**src/rtl/bus_grant_scheduler_if.sv**
```systemverilog
// Request/grant bundle between requesters and the bus_grant_scheduler.
// master: scheduler side (drives the grant outputs).
// slave:  requester/memory-port side (drives request and port_done).
interface bus_grant_scheduler_if #(
    parameter int unsigned USER      = 4,
    parameter int unsigned USER_LOG2 = $clog2(USER)
);
    logic [USER-1:0]      request;
    logic                 port_done;
    logic [USER-1:0]      grant;
    logic [USER_LOG2-1:0] grant_user;
    logic                 busy;
    logic                 timeout;

    modport master (
        input  request,
        input  port_done,
        output grant,
        output grant_user,
        output busy,
        output timeout
    );

    modport slave (
        output request,
        output port_done,
        input  grant,
        input  grant_user,
        input  busy,
        input  timeout
    );
endinterface

```
**src/rtl/bus_grant_scheduler.sv**
```systemverilog
// Round-robin scheduler granting one memory port to USER requesters.
// IDLE/BUSY FSM with fully registered outputs; 1-cycle request-to-grant latency and
// back-to-back hand-over at release.
// Optional feature: define GRANT_TIMEOUT_EN to abort a grant after TIMEOUT BUSY cycles
// (timeout output pulses for one cycle); without it timeout is tied low.
module bus_grant_scheduler #(
    parameter int unsigned USER      = 4,
    parameter int unsigned USER_LOG2 = $clog2(USER),
    parameter int unsigned TIMEOUT   = 255
) (
    input  logic                   CLK,
    input  logic                   RST,
    bus_grant_scheduler_if.master  bus
);

    typedef enum logic {StIdle, StBusy} state_t;

    state_t               r_state;
    logic [USER-1:0]      r_grant;
    logic [USER_LOG2-1:0] r_grant_user;
    logic                 r_busy;
    logic [USER_LOG2-1:0] r_last_owner;

    state_t               w_state_nxt;
    logic [USER-1:0]      w_grant_nxt;
    logic [USER_LOG2-1:0] w_grant_user_nxt;
    logic                 w_busy_nxt;
    logic [USER_LOG2-1:0] w_last_owner_nxt;
    logic                 w_timeout_nxt;
    logic                 w_new_grant;

    logic [USER-1:0]      w_others;
    logic                 w_withdraw;
    logic                 w_timeout_hit;
    logic                 w_release;
    logic [USER_LOG2-1:0] w_idle_pick;
    logic [USER_LOG2-1:0] w_next_pick;

    // First set bit of req searching upward from (last+1) mod USER, wrapping.
    function automatic logic [USER_LOG2-1:0] f_pick(input logic [USER-1:0] req,
                                                    input logic [USER_LOG2-1:0] last);
        logic                 found;
        logic [USER_LOG2-1:0] pick;
        int                   idx;
        found = 1'b0;
        pick  = '0;
        for (int i = 1; i <= int'(USER); i++) begin
            idx = (int'(last) + i) % int'(USER);
            if (!found && req[idx]) begin
                found = 1'b1;
                pick  = USER_LOG2'(idx);
            end
        end
        return pick;
    endfunction

    assign w_others    = bus.request & ~r_grant;
    assign w_withdraw  = ((bus.request & r_grant) == '0);
    assign w_idle_pick = f_pick(bus.request, r_last_owner);
    // Owner bit is already masked out, so the search never returns the releasing owner.
    assign w_next_pick = f_pick(w_others, r_grant_user);
    assign w_release   = bus.port_done | w_withdraw | w_timeout_hit;

`ifdef GRANT_TIMEOUT_EN
    logic [15:0] r_count;
    logic [15:0] w_count_nxt;
    logic        r_timeout;

    // port_done in the terminal cycle wins: normal completion, no abort.
    assign w_timeout_hit = (r_state == StBusy) && (r_count == TIMEOUT[15:0]) && !bus.port_done;

    // BUSY cycle counter: 1 in the first cycle of every grant, 0 while idle.
    always_comb begin
        w_count_nxt = '0;
        if (w_busy_nxt) begin
            w_count_nxt = w_new_grant ? 16'd1 : r_count + 16'd1;
        end
    end

    // Counter and abort pulse registers.
    always_ff @(posedge CLK or posedge RST) begin
        if (RST) begin
            r_count   <= '0;
            r_timeout <= 1'b0;
        end else begin
            r_count   <= w_count_nxt;
            r_timeout <= w_timeout_nxt;
        end
    end

    assign bus.timeout = r_timeout;
`else
    logic w_unused_timeout_cfg;

    assign w_timeout_hit        = 1'b0;
    assign w_unused_timeout_cfg = (TIMEOUT == 0) ^ w_timeout_nxt;
    assign bus.timeout          = 1'b0;
`endif

    // Next-state and next-output decode for the IDLE/BUSY FSM.
    always_comb begin
        w_state_nxt      = r_state;
        w_grant_nxt      = r_grant;
        w_grant_user_nxt = r_grant_user;
        w_busy_nxt       = r_busy;
        w_last_owner_nxt = r_last_owner;
        w_timeout_nxt    = 1'b0;
        w_new_grant      = 1'b0;
        unique case (r_state)
            StIdle: begin
                // port_done is ignored here.
                if (|bus.request) begin
                    w_state_nxt      = StBusy;
                    w_grant_nxt      = USER'(1) << w_idle_pick;
                    w_grant_user_nxt = w_idle_pick;
                    w_busy_nxt       = 1'b1;
                    w_new_grant      = 1'b1;
                end
            end
            StBusy: begin
                if (w_release) begin
                    w_last_owner_nxt = r_grant_user;
                    w_timeout_nxt    = w_timeout_hit;
                    if (|w_others) begin
                        // Hand over without an idle bubble.
                        w_grant_nxt      = USER'(1) << w_next_pick;
                        w_grant_user_nxt = w_next_pick;
                        w_new_grant      = 1'b1;
                    end else if (bus.port_done && !w_withdraw) begin
                        // Sole requester finishing normally may keep the port.
                        w_new_grant      = 1'b1;
                    end else begin
                        w_state_nxt      = StIdle;
                        w_grant_nxt      = '0;
                        w_grant_user_nxt = '0;
                        w_busy_nxt       = 1'b0;
                    end
                end
            end
            default: begin
                w_state_nxt      = StIdle;
                w_grant_nxt      = '0;
                w_grant_user_nxt = '0;
                w_busy_nxt       = 1'b0;
            end
        endcase
    end

    // State and registered outputs; reset drops the grant asynchronously.
    always_ff @(posedge CLK or posedge RST) begin
        if (RST) begin
            r_state      <= StIdle;
            r_grant      <= '0;
            r_grant_user <= '0;
            r_busy       <= 1'b0;
            r_last_owner <= USER_LOG2'(USER - 1);
        end else begin
            r_state      <= w_state_nxt;
            r_grant      <= w_grant_nxt;
            r_grant_user <= w_grant_user_nxt;
            r_busy       <= w_busy_nxt;
            r_last_owner <= w_last_owner_nxt;
        end
    end

    assign bus.grant      = r_grant;
    assign bus.grant_user = r_grant_user;
    assign bus.busy       = r_busy;

endmodule

```
**src/flat_wrapper.sv**
```systemverilog
// flat-port wrapper written by rule: the top's interface ports become plain ports
module bus_grant_scheduler_flat 
#(
    parameter int unsigned USER      = 4,
    parameter int unsigned USER_LOG2 = $clog2(USER),
    parameter int unsigned TIMEOUT   = 255
)
  (CLK, RST, bus_request, bus_port_done, bus_grant, bus_grant_user, bus_busy, bus_timeout);
  bus_grant_scheduler_if #(.USER(USER), .USER_LOG2(USER_LOG2)) bus_i ();
  input  logic CLK;
  input  logic RST;
  input wire logic [$bits(bus_i.request)-1:0] bus_request;
  input wire logic [$bits(bus_i.port_done)-1:0] bus_port_done;
  output wire logic [$bits(bus_i.grant)-1:0] bus_grant;
  output wire logic [$bits(bus_i.grant_user)-1:0] bus_grant_user;
  output wire logic [$bits(bus_i.busy)-1:0] bus_busy;
  output wire logic [$bits(bus_i.timeout)-1:0] bus_timeout;
  assign bus_i.request = bus_request;
  assign bus_i.port_done = bus_port_done;
  assign bus_grant = bus_i.grant;
  assign bus_grant_user = bus_i.grant_user;
  assign bus_busy = bus_i.busy;
  assign bus_timeout = bus_i.timeout;
  bus_grant_scheduler #(.USER(USER), .USER_LOG2(USER_LOG2), .TIMEOUT(TIMEOUT)) u_core (.CLK(CLK), .RST(RST), .bus(bus_i));
endmodule
```
**config.mk**
```make
export PLATFORM = sky130hd
export DESIGN_NAME = bus_grant_scheduler_flat
export DESIGN_NICKNAME = d
export VERILOG_FILES = /design/src/rtl/bus_grant_scheduler_if.sv /design/src/rtl/bus_grant_scheduler.sv /design/src/flat_wrapper.sv
export SDC_FILE = /design/constraint.sdc
export NUM_CORES = 1
export LEC_CHECK = 0
export CAP_MARGIN = 20
export CORE_MARGIN = 2
export CORE_UTILIZATION = 49
export DETAILED_ROUTE_END_ITERATION = 10
export GPL_TIMING_DRIVEN = 1
export PLACE_DENSITY_LB_ADDON = 0.05
export SKIP_CTS_REPAIR_TIMING = 1
export SKIP_LAST_GASP = 1
export SLEW_MARGIN = 20
export SYNTH_ARGS = -nofsm -noshare
export SYNTH_HDL_FRONTEND = slang
export SYNTH_SLANG_ARGS = --single-unit
```
**constraint.sdc**
```tcl
create_clock -name CLK -period 1.73 [get_ports CLK]
set_input_delay 0.4325 -clock CLK [delete_from_list [all_inputs] [get_ports CLK]]
set_output_delay 0.4325 -clock CLK [all_outputs]
set_load 0.01 [all_outputs]
```
==> impl_metrics.py, run 1 <==
metrics = {
    "outcome": {
        "outcome": "finished with violations",
        "violations": "setup timing",
    },
    "critical_path": {
        "cp-start-kind": "register",
        "critPathRequiredTime_ns": 1.30,
        "crit_family": "buffers and inverters",
        "path_cells": "clkdlybuf4s50_1",
        "cp_max_fo": 5,
        "cp-end-kind": "primary output",
        "critPathKind": "reg2out",
        "crit_buf_inv": 1,
        "cpMaxStageDelayCell": "clkdlybuf4s50_1",
        "slowest_delay_ns": 0.58,
        "cp_data_arrival_time_ns": 1.30,
    },
    "synth": {
        "ys_warn_count": 0,
        "syn_nets": 94,
        "ys_async_sr_fraction_pct": 100,
        "avgSynthCellArea_um2": 8.76,
        "synth_area_um2": 762,
        "yosysSeqAreaShare_pct": 33.2,
        "syn-instance-count": 87,
        "synthDistinctLibCells": 39,
        "synth_seq_cells": 10,
        "yosys_most_used_dff": "dfrtp_1",
        "synth-edff-count": 0,
    },
    "grt": {
        "grt.met2_usage_pct": 34.6,
        "grt_pass1_wl_um": 3190,
        "grt_pass1_vias": 670,
        "antenna_found_initial": 0,
        "grt-ovfl-total": 0,
        "busiest_layer": "met2",
        "grt.met1_usage_pct": 32.8,
        "grt_max_degree": 11,
        "grtUsageMet3_pct": 4.17,
        "grt_usage_pct": 23.0,
    },
    "finish": {
        "syn_to_final_growth_pct": 47.9,
        "nFillCells": 111,
        "drive_above_1_share_pct": 35.8,
        "layout.cells.non_filler": 136,
        "nets": 128,
        "ff_latch_area_um2": 256,
        "multi_input_area_um2": 492,
        "diodes": 0,
    },
    "floorplanning": {
        "dieArea_mm2": 0.00189,
        "io_pins": 15,
        "start_util_pct": 51.2,
        "fp.dieH_um": 43.4,
        "core_mm2": 0.00149,
        "rows": 14,
        "die_w_um": 43.4,
    },
    "timing": {
        "slew_viol_final": 0,
        "timing.fmax_ghz": 0.576,
        "rsz0062_at_grt": "yes",
        "finalWorstSetupSlack_ns": -0.00467,
        "finalCritPeriodShare_pct": 100,
        "setup_viol": 1,
        "finalHoldViolCount": 0,
        "finalSetupTns_ns": -0.00467,
        "clock-skew-final_ns": 0.0111,
        "period_needed_ns": 1.73,
    },
    "place": {
        "dp_hpwl_um": 1500,
        "gp_congestion": 0.830,
        "io_buffers": 13,
        "dp.cells": 128,
    },
    "routing": {
        "vias": 775,
        "drc_errors": 0,
        "dr.pass1.iters": 4,
        "routed_wl_um": 2110,
        "avgRoutedWirePerCell_um": 15.5,
        "drt_iter0_drc": 21,
        "vias_per_cell": 5.70,
        "ant_nets": 0,
    },
    "pwr": {
        "fin_total_pwr_w": 0.00175,
        "p_leak_nw": 0.541,
        "pwr_density_cell_mw_per_mm2": 1550,
        "irDropWorstVdd_mv": 1.01,
    },
    "clocking": {
        "clockBufferDepth": 2,
        "clkTransAtPathRegs_ns": 0.07,
        "clock_sinks": 10,
        "cts_tree": "yes",
        "root_buffer": "clkbuf_4",
        "cts-htree-levels": 1,
        "cts_buffers": 3,
        "clock_latency_ns": 0.27,
    },
    "flow_run": {
        "drv_cap": 0,
    },
    "hold_path": {
        "holdCritPathClass": "in2async",
    },
}
-- routing by layer --
layer / wire (um) / part of all wire, %
met1: 951 / 45
met2: 1040 / 49
met3: 103 / 4.9
met4: 20 / 0.95
met5: 0 / 0
-- worst paths after layout --
kind,cells past startpoint,startpoint,slack [ns],end
setup / recovery,1,u_core.bus.grant_user[1],-0.005,bus_grant_user[1]
min in group CLK,2,u_core.bus.busy,0.57,u_core.bus.busy
hold / removal,2,RST,0.43,u_core.bus.grant[2]
setup reg to reg,6,u_core.bus.grant[1],0.05,u_core.bus.grant[2]
hold reg to reg,2,u_core.bus.busy,0.57,u_core.bus.busy
max in group asynchronous,2,RST,0.98,u_core.r_last_owner[1]
-- synth_stat cells, types with 2 or more instances --
cell type  number  area [um^2]
buf_4           2         15.0
mux2_2          2         22.5
a21oi_1         4         20.0
nor2b_1         3         18.8
nand2_1         3         11.3
nand2b_1        6         37.5
nor2_1          8         30.0
o21ai_0         5         25.0
a22oi_1         2         15.0
o211ai_1        2         15.0
inv_1           9         33.8
dfstp_2         2         52.6
dfrtp_1         8          200
a31oi_1         5         31.3
nand4_1         2         12.5
-- flip-flops by register name, summed over array words and instances, names as in the netlist --
register / flops
u_core.r_last_owner: 2
u_core.r_state: 1
u_core.bus.grant_user: 2
u_core.bus.busy: 1
u_core.bus.grant: 4
-- stage by stage --
| step | cell area (um^2) | worst slack, ns | hold slack, ns | util [%] |
|---|---|---|---|---|
| floorplan | 762 | 0.0965 | 0.271 | - |
| global placement | 1000 | -0.413 | 0.518 | 67.3 |
| detailed placement | 1000 | -0.445 | 0.552 | 67.3 |
| CTS | 1030 | -0.173 | 0.443 | 69.1 |
| global route | 1130 | -0.0146 | 0.508 | 75.7 |
| finish | 1130 | -0.00467 | 0.430 | 75.7 |
-- logic make-up after synthesis --
| logic type | Yosys count | share of synthesized area (%) |
|---|---|---|
| buffers and inverters | 13 | 8.37 |
| DFF | 10 | 33.2 |
| AOI/OAI and AO/OA | 28 | 28.1 |
| muxes | 4 | 5.75 |
| other | 1 | 0.492 |
| and+or+nand+nor | 31 | 24.1 |
-- cells in the final DEF, fill, tap and decap left out, types with 2 or more instances in the layout --
cell type,n
a31oi_1,5
clkdlybuf4s50_1,7
dfrtp_1,5
o211ai_1,2
dfrtp_2,3
nand2b_1,5
nand2_1,3
nor2_1,8
buf_4,19
mux2_2,2
a21oi_1,4
nor2b_1,3
nand4_1,2
dfstp_2,2
dlymetal6s2s_1,6
clkbuf_4,3
inv_1,9
o21ai_1,3
a22oi_1,2
-- where the power goes --
part / switching, W / internal (W)
Sequential: 0.000170 / 0.000367
Combinational: 0.000457 / 0.000586
Clock: 0.0000827 / 0.0000892
Total: 0.000710 / 0.00104
-- final cells by class --
class	instances	share of cell area, %
Timing Repair Buffer	33	26.5
Multi-Input combinational cell	64	43.6
Tap cell	16	1.78
Sequential cell	10	22.8
Clock buffer	4	2.33
Inverter	9	3.00
Power figures use the tool's default switching activity.
==> run 2: changes to the inputs <==
Settings changed: REMOVE_ABC_BUFFERS set to 1, SKIP_LAST_GASP 1 to unset.
==> run 2 against run 1 <==
Effect of this change: combinational power about the same; sequential cell count unchanged; sequential share of layout area decreased by 0.10 points; wire length increased by 0.33%; die area unchanged; maximum frequency increased by 0.20%; clock-buffer cell count unchanged; sequential power decreased by 2%; the run still ends with setup timing left; utilization increased by 0.34 points; setup slack improved by 0.0035 ns; register-to-register slack got worse by 0.05 ns.
==> impl_metrics.py, run 2 (synthesis gave the netlist of run 1 again) <==
metrics = {
    "finish": {
        "diodes": 0,
        "nets": 126,
        "layout_commonest_cell": "buf_4",
        "stdcell_area_mm2": 0.00113,
        "ff_latch_area_um2": 256,
        "final_cell_mix": "buf_4, inv_1, nor2_1",
        "syn_to_final_growth_pct": 48.6,
        "largest_reg_flops": 4,
        "nFillCells": 104,
        "drive_above_1_share_pct": 39.0,
        "multi_input_area_um2": 502,
    },
    "floorplanning": {
        "start_util_pct": 51.2,
        "die_w_um": 43.4,
        "dieArea_mm2": 0.00189,
        "rows": 14,
        "io_pins": 15,
        "fp.dieH_um": 43.4,
        "core_mm2": 0.00149,
    },
    "timing": {
        "clock-skew-final_ns": 0.00918,
        "period_needed_ns": 1.73,
        "finalWorstSetupSlack_ns": -0.00120,
        "finalHoldViolCount": 0,
        "finalCritPeriodShare_pct": 100,
        "timing.fmax_ghz": 0.578,
        "setup_viol": 1,
        "slew_viol_final": 0,
        "hold-worst-slack_ns": 0.428,
        "rsz0062_at_grt": "yes",
    },
    "place": {
        "gp_congestion": 0.841,
        "io_buffers": 13,
        "pre_cts_ws_ns": -0.441,
        "dp_hpwl_um": 1390,
        "place_area_um2": 980,
    },
    "critical_path": {
        "cp-end-kind": "register",
        "worstReg2RegStart": "u_core.bus.grant[0]",
        "critPathRequiredTime_ns": 1.88,
        "critPathKind": "reg2reg",
        "cp_data_arrival_time_ns": 1.88,
        "cp_max_fo": 3,
        "cp-start-kind": "register",
        "ff2ff_setup_slack_ns": -0.001,
        "crit_start": "u_core.bus.grant[0]",
    },
    "grt": {
        "grt_max_degree": 11,
        "antenna_found_initial": 0,
        "grt-ovfl-total": 0,
        "grt_pass1_vias": 703,
        "grt_pass1_wl_um": 3190,
        "grt_usage_pct": 22.8,
    },
    "outcome": {
        "outcome": "finished with violations",
        "violations": "setup timing",
    },
    "routing": {
        "dr.pass1.iters": 4,
        "vias_per_cell": 5.80,
        "avgRoutedWirePerCell_um": 15.8,
        "ant_nets": 0,
        "vias": 777,
        "drc_errors": 0,
        "drt_iter0_drc": 32,
        "routed_wl_um": 2120,
    },
    "clocking": {
        "cts_buffers": 3,
        "clockBufferDepth": 2,
        "root_buffer": "clkbuf_4",
        "cts_tree": "yes",
        "clkTransAtPathRegs_ns": 0.07,
        "cts-htree-levels": 1,
        "clock_latency_ns": 0.27,
        "clock_sinks": 10,
    },
    "hold_path": {
        "holdCritPathClass": "in2async",
    },
    "pwr": {
        "pwr_density_cell_mw_per_mm2": 1600,
        "fin_total_pwr_w": 0.00181,
        "p_leak_nw": 0.543,
        "irDropWorstVdd_mv": 0.885,
    },
    "flow_run": {
        "drv_cap": 0,
    },
}
## run 2: through the flow
step           setup TNS (ns)  cells  util (%)
2_1_floorplan               0     83         -
3_3_place_gp            -3.69    125      65.8
3_5_place_dp            -3.61    125      65.8
4_1_cts                 -1.36    129      68.2
5_1_grt                -0.346    134      76.1
6_report             -0.00120    134      76.1
## run 2: critical path: stages, from the launching register on
cell	delay (ns)
dfrtp_1	0.40
and2b_2	0.28
o41ai_4	0.40
o221ai_2	0.19
mux2_1	0.34
## run 2: worst paths after layout
check	cells after the start	endpoint
max	4	u_core.bus.grant[2]
min	2	u_core.bus.grant[0]
max reg2reg	4	u_core.bus.grant[2]
min reg2reg	2	u_core.bus.busy
max in group asynchronous	2	u_core.r_last_owner[0]
min in group CLK	2	u_core.bus.busy
## run 2: layout make-up
type	count	area share [%]
Clock buffer	4	3.20
Inverter	9	2.98
Multi-Input combinational cell	64	44.3
Sequential cell	10	22.7
Tap cell	16	1.77
Timing Repair Buffer	31	25.1
## run 2: layer usage
layer | track usage [%] | vias up | part of all wire, %
met5 | 0 | - | 0
met2 | 35.2 | 25 | 50
met4 | 10.3 | 0 | 1.7
met1 | 31.4 | 369 | 44
li1 | - | 377 | -
met3 | 4.17 | 6 | 4.2
## run 2: report_power, final
part           internal, W  switching [W]  leakage, nW  total, W
registers         0.000367       0.000158        0.112  0.000526
logic             0.000588       0.000481        0.410   0.00107
clock network     0.000128      0.0000860       0.0210  0.000214
==> run 3: changes to the inputs <==
Settings changed: CTS_CLUSTER_SIZE set to 30, SLEW_MARGIN 20 to unset.
==> results of run 3 <==
Same layout as run 2: the final DEF is identical, and so are final timing and power.
